[src/rtl/out_frame_streamer_if.sv]
// out_frame_streamer_if: output-SRAM read port and the 24-bit pixel stream.
interface out_frame_streamer_if #(parameter int AW = 3);
  logic        read_SRAM_OUT;
  logic [AW:0] x_addr_OUT;
  logic [AW:0] y_addr_OUT;
  logic [23:0] SRAM_OUT_rdata;
  logic [23:0] pix_data;
  logic        pix_valid;
  logic        pix_ready;
  logic        pix_eol;
  logic        pix_last;
  modport master (
    output read_SRAM_OUT, x_addr_OUT, y_addr_OUT, pix_data, pix_valid, pix_eol, pix_last,
    input  SRAM_OUT_rdata, pix_ready
  );
  modport slave (
    input  read_SRAM_OUT, x_addr_OUT, y_addr_OUT, pix_data, pix_valid, pix_eol, pix_last,
    output SRAM_OUT_rdata, pix_ready
  );
endinterface

[src/rtl/out_frame_streamer.sv]
// out_frame_streamer: raster-order reader of the output SRAM, streaming pixels through a 2-entry skid FIFO.
module out_frame_streamer #(
  parameter int X_MAX = 5,
  parameter int Y_MAX = 5
) (
  input  logic                     clk,
  input  logic                     n_rst,
  input  logic                     start,
  input  logic [$clog2(X_MAX)-1:0] max_x,
  input  logic [$clog2(X_MAX)-1:0] max_y,
  output logic                     busy,
  output logic                     done,
  out_frame_streamer_if.master     bus
);
  localparam int AW = $clog2(X_MAX);
  localparam logic [AW-1:0] XLIM = AW'(X_MAX - 1);
  localparam logic [AW-1:0] YLIM = AW'(Y_MAX - 1);
  localparam logic [1:0] IDLE  = 2'd0;
  localparam logic [1:0] RUN   = 2'd1;
  localparam logic [1:0] DRAIN = 2'd2;
  localparam logic [1:0] DONE  = 2'd3;
  logic [1:0]    state_q, state_d;
  logic [AW-1:0] mx_q, mx_d, my_q, my_d, x_q, x_d, y_q, y_d;
  logic          infl_q, eol_q, last_q;
  logic [25:0]   mem_q [2];
  logic          rptr_q, rptr_d, wptr_q, wptr_d;
  logic [1:0]    cnt_q, cnt_d, occ;
  logic          go, rd, pop, at_eol, at_last;
  // occ is what the FIFO will hold after this edge if no new read is issued
  always_comb begin
    pop     = bus.pix_valid && bus.pix_ready;
    occ     = cnt_q + {1'b0, infl_q} - {1'b0, pop};
    go      = state_q == IDLE && start;
    rd      = state_q == RUN && occ < 2'd2;
    at_eol  = x_q == mx_q;
    at_last = at_eol && y_q == my_q;
  end
  always_comb begin
    state_d = go ? RUN :
              (state_q == RUN && rd && at_last) ? DRAIN :
              (state_q == DRAIN && occ == 2'd0) ? DONE :
              (state_q == DONE) ? IDLE : state_q;
    mx_d    = go ? ((max_x > XLIM) ? XLIM : max_x) : mx_q;
    my_d    = go ? ((max_y > YLIM) ? YLIM : max_y) : my_q;
    x_d     = go ? '0 : rd ? (at_eol ? '0 : x_q + 1'b1) : x_q;
    y_d     = go ? '0 : (rd && at_eol && !at_last) ? y_q + 1'b1 : y_q;
    cnt_d   = cnt_q + {1'b0, infl_q} - {1'b0, pop};
    rptr_d  = rptr_q ^ pop;
    wptr_d  = wptr_q ^ infl_q;
  end
  always_ff @(posedge clk) begin
    if (!n_rst) begin
      state_q  <= IDLE;
      mx_q     <= '0;
      my_q     <= '0;
      x_q      <= '0;
      y_q      <= '0;
      infl_q   <= 1'b0;
      eol_q    <= 1'b0;
      last_q   <= 1'b0;
      cnt_q    <= '0;
      rptr_q   <= 1'b0;
      wptr_q   <= 1'b0;
      mem_q[0] <= '0;
      mem_q[1] <= '0;
    end else begin
      state_q <= state_d;
      mx_q    <= mx_d;
      my_q    <= my_d;
      x_q     <= x_d;
      y_q     <= y_d;
      infl_q  <= rd;
      eol_q   <= at_eol;
      last_q  <= at_last;
      cnt_q   <= cnt_d;
      rptr_q  <= rptr_d;
      wptr_q  <= wptr_d;
      if (infl_q) mem_q[wptr_q] <= {last_q, eol_q, bus.SRAM_OUT_rdata};
    end
  end
  always_comb begin
    bus.read_SRAM_OUT = rd;
    bus.x_addr_OUT    = {1'b0, x_q};
    bus.y_addr_OUT    = {1'b0, y_q};
    bus.pix_valid     = cnt_q != 2'd0;
    bus.pix_data      = mem_q[rptr_q][23:0];
    bus.pix_eol       = mem_q[rptr_q][24];
    bus.pix_last      = mem_q[rptr_q][25];
    busy              = state_q != IDLE;
    done              = state_q == DONE;
  end
endmodule

[src/flat_wrapper.sv]
// flat-port wrapper written by rule: the top's interface ports become plain ports
module out_frame_streamer_flat 
#(
  parameter int X_MAX = 5,
  parameter int Y_MAX = 5
)
  (clk, n_rst, start, max_x, max_y, busy, done, bus_read_SRAM_OUT, bus_x_addr_OUT, bus_y_addr_OUT, bus_pix_data, bus_pix_valid, bus_pix_eol, bus_pix_last, bus_SRAM_OUT_rdata, bus_pix_ready);
  out_frame_streamer_if #(.AW(($clog2(X_MAX)))) bus_i ();
  input  logic clk;
  input  logic n_rst;
  input  logic start;
  input  logic [$clog2(X_MAX)-1:0] max_x;
  input  logic [$clog2(X_MAX)-1:0] max_y;
  output logic busy;
  output logic done;
  output wire logic [$bits(bus_i.read_SRAM_OUT)-1:0] bus_read_SRAM_OUT;
  output wire logic [$bits(bus_i.x_addr_OUT)-1:0] bus_x_addr_OUT;
  output wire logic [$bits(bus_i.y_addr_OUT)-1:0] bus_y_addr_OUT;
  output wire logic [$bits(bus_i.pix_data)-1:0] bus_pix_data;
  output wire logic [$bits(bus_i.pix_valid)-1:0] bus_pix_valid;
  output wire logic [$bits(bus_i.pix_eol)-1:0] bus_pix_eol;
  output wire logic [$bits(bus_i.pix_last)-1:0] bus_pix_last;
  input wire logic [$bits(bus_i.SRAM_OUT_rdata)-1:0] bus_SRAM_OUT_rdata;
  input wire logic [$bits(bus_i.pix_ready)-1:0] bus_pix_ready;
  assign bus_read_SRAM_OUT = bus_i.read_SRAM_OUT;
  assign bus_x_addr_OUT = bus_i.x_addr_OUT;
  assign bus_y_addr_OUT = bus_i.y_addr_OUT;
  assign bus_pix_data = bus_i.pix_data;
  assign bus_pix_valid = bus_i.pix_valid;
  assign bus_pix_eol = bus_i.pix_eol;
  assign bus_pix_last = bus_i.pix_last;
  assign bus_i.SRAM_OUT_rdata = bus_SRAM_OUT_rdata;
  assign bus_i.pix_ready = bus_pix_ready;
  out_frame_streamer #(.X_MAX(X_MAX), .Y_MAX(Y_MAX)) u_core (.clk(clk), .n_rst(n_rst), .start(start), .max_x(max_x), .max_y(max_y), .busy(busy), .done(done), .bus(bus_i));
endmodule
[config.mk]
export PLATFORM = sky130hd
export DESIGN_NAME = out_frame_streamer_flat
export DESIGN_NICKNAME = d
export VERILOG_FILES = /design/src/rtl/out_frame_streamer_if.sv /design/src/rtl/out_frame_streamer.sv /design/src/flat_wrapper.sv
export SDC_FILE = /design/constraint.sdc
export NUM_CORES = 1
export LEC_CHECK = 0
export ABC_CLOCK_PERIOD_IN_PS = 2600
export BUFFER_PORTS_ARGS = -buffer_cell sky130_fd_sc_hd__buf_2
export CAP_MARGIN = 20
export CELL_PAD_IN_SITES_DETAIL_PLACEMENT = 0
export CELL_PAD_IN_SITES_GLOBAL_PLACEMENT = 2
export CORE_ASPECT_RATIO = 1.25
export CORE_MARGIN = 5
export CORE_UTILIZATION = 32
export DETAILED_ROUTE_END_ITERATION = 8
export GPL_ROUTABILITY_DRIVEN = 0
export GPL_TIMING_DRIVEN = 0
export PLACE_DENSITY_LB_ADDON = 0.1
export REMOVE_ABC_BUFFERS = 1
export SYNTH_ARGS = -nofsm -noshare
export SYNTH_HDL_FRONTEND = slang
export SYNTH_SLANG_ARGS = --single-unit
[constraint.sdc]
create_clock -name clk -period 2.6 [get_ports clk]
set_input_delay 0.13 -clock clk [delete_from_list [all_inputs] [get_ports clk]]
set_output_delay 0.13 -clock clk [all_outputs]
set_load 0.05 [all_outputs]
==> results.py <==
metrics = {
    "timing": {
        "whs_ns": 0.0634,
        "setup_viol": 0,
        "tns_ns": 0,
        "setup_ws_ns": 0.128,
        "rsz0062_at_grt": "false",
        "timing.fmax_mhz": 405,
        "hold_viol_final": 0,
        "final.setup_skew_ns": 0.00326,
        "drv_slew": 0,
        "period_share": 0.951,
        "worstMarginPinSlew_ns": 0.901,
        "fin_crit_ns": 2.47,
        "slew_headroom": 0.397,
    },
    "clock_tree": {
        "htree_levels": 3,
        "clockBufferDepth": 2,
        "clock-root-buffer": "clkbuf_16",
        "cts_made_buffers": 9,
        "clk_pin_slew_ns": 0.06,
        "clk_latency_ns": 0.33,
        "hold_buffers": 0,
        "cts_tree": "done",
        "clkSinkCount": 74,
    },
    "global_route": {
        "grt_max_degree": 27,
        "grt_pass1_wl_um": 10400,
        "grt_antenna_before_repair": 0,
        "grt_pass1_vias": 2153,
        "grt_overflow": 0,
        "grtUsageTotal": 0.113,
    },
    "die": {
        "core_sq_um": 9950,
        "die_h_um": 122,
        "boundaryPins": 72,
        "die_x_um": 99.7,
        "fp.dieArea_sq_um": 12200,
        "initial_core_util": 0.324,
        "row_count": 41,
    },
    "worst_setup_path": {
        "path_class": "flip-flop to output pin",
        "cp-end-kind": "output pin",
        "crit_fanout": 5,
        "cp_data_required_time_ns": 2.47,
        "cp-start-kind": "flip-flop",
        "cp.arrival_ns": 2.34,
    },
    "route": {
        "final_antenna_net_count": 0,
        "drt-initial-drc-count": 52,
        "route.detailed.drc": 0,
        "num_vias": 2089,
        "dr.pass1.iters": 4,
        "routed_wirelength_um": 6500,
        "routedWlPerCell_um": 13.9,
        "viasPerCell": 4.46,
    },
    "pwr": {
        "power_density_nw_per_um2": 1030,
        "ir_drop_uv": 512,
        "p_leak_uw": 0.00175,
    },
    "layout": {
        "area_delta_synth_final_pct": 31.0,
        "layout-drive-gt1-share": 0.416,
        "diodes": 0,
        "num-nets-final": 372,
        "final_cells": 468,
    },
    "synth": {
        "synth_cell_types": 35,
        "yosysTopAreaCellShare": 0.485,
        "async_flop_share": 0,
        "netlist_area_sq_um": 3220,
        "synth_commonest_cells": "55 x and2_1, 52 x edfxtp_1, 27 x mux2_2",
        "ys_warn_count": 0,
        "yosysMostFrequentCell": "and2_1",
        "synth_edf_count": 52,
        "postSynthAreaPerCell_sq_um": 12.8,
        "synth_cells": 252,
        "synth_top_flop_cell": "edfxtp_1",
        "yosysTopAreaCell": "edfxtp_1",
        "ys_ff_latch": 74,
        "ys_seq_area_frac": 0.622,
        "synth.area.top_cells": "edfxtp_1 48%, dfxtp_1 14%, and2_1 11%, mux2_2 9.4%, xnor2_1 2.2%",
    },
    "job": {
        "maxCapViolCount": 0,
    },
    "hold_path": {
        "hp-class": "input port to flip-flop",
    },
    "placement": {
        "dp.cells": 444,
        "dp_slack_ns": -0.251,
        "place_hpwl_um": 4620,
        "io_buffers": 69,
    },
    "run_status": {
        "run_status": "finished, final reports clean",
    },
}
## placed cells by master (no fill, tap or decap), types with 4 or more instances in the layout
master	instances
a21oi_1	10
and2_1	54
buf_2	68
buf_4	7
clkbuf_16	10
dfxtp_1	20
edfxtp_1	52
mux2_2	27
nand2_1	10
nand3_1	4
nor2_1	11
nor3b_1	4
xnor2_1	8
## where the power goes
part | total (uW) | internal [uW] | switching, uW | leakage (uW)
Sequential | 1530 | 1440 | 90.7 | 0.000720
Combinational | 1620 | 607 | 1010 | 0.000882
Clock | 1220 | 781 | 434 | 0.000151
Total | 4360 | 2830 | 1540 | 0.00175
## cells by family after synthesis
kind of cell,Yosys count,share of synthesized area
adders and majority gates,4,0.0155
other,1,0.00116
and+or+nand+nor,104,0.187
DFF,74,0.622
buffers and inverters,17,0.0225
xor gates and xnor gates,9,0.0291
AOI/OAI and AO/OA,16,0.0284
muxes,27,0.0944
## what timing repair did
action / 4_1_cts / 5_1_grt
buffers inserted: 8 / 0
resized for setup: 16 / 3
pin swaps: 10 / 2
setup endpoints to repair: 9 / 6
## through the flow
| stage | utilization | cell area (sq um) | power (uW) |
|---|---|---|---|
| 2_1_floorplan | - | 3170 | 2610 |
| 3_3_place_gp | 0.370 | 3680 | 2940 |
| 3_5_place_dp | 0.381 | 3790 | 2990 |
| 4_1_cts | 0.423 | 4210 | 4410 |
| 5_1_grt | 0.424 | 4220 | 4580 |
| 6_report | 0.424 | 4220 | 4360 |
## final cells by class
class	count	area, sq um
clock buffer	15	299
clock inverter	1	5.00
fill	982	5730
inverter	5	23.8
multi-input combinational	162	1210
sequential	74	2000
tap	129	161
timing repair buffer	82	512
## state kept, by name (all words and copies together) (netlist names), named ones only
register	cells
u_core.cnt_q	2
u_core.eol_q	1
u_core.infl_q	1
u_core.last_q	1
u_core.mem_q	52
u_core.mx_q	3
u_core.my_q	3
u_core.rptr_q	1
u_core.state_q	2
u_core.wptr_q	1
u_core.x_q	3
u_core.y_q	3
## per-layer routing
metal,routed length [um],global-route usage,vias up
met2,3490,0.202,54
li1,-,-,1049
met5,0,0,-
met3,417,0.0338,8
met1,2510,0.123,978
met4,91,0.0487,0
## final timing paths
path / endpoint / cells past startpoint / from / slack [ns]
worst min register to register: u_core.my_q[2] / 2 / u_core.my_q[2] / 0.47
worst max-delay path: bus_read_SRAM_OUT / 9 / u_core.cnt_q[1] / 0.13
worst min-delay path: u_core.my_q[2] / 3 / max_y[2] / 0.06
worst max register to register: u_core.y_q[0] / 9 / u_core.cnt_q[1] / 0.15
## worst max-delay path, cell delays in order (launching register included)
cell and delay, ns:
dfxtp_2 0.31, or2_4 0.24, and2_4 0.15, ha_4 0.23, inv_2 0.06, ha_4 0.12
xor3_1 0.22, or3b_4 0.44, inv_6 0.10, buf_8 0.14
Power figures use the tool's default switching activity.
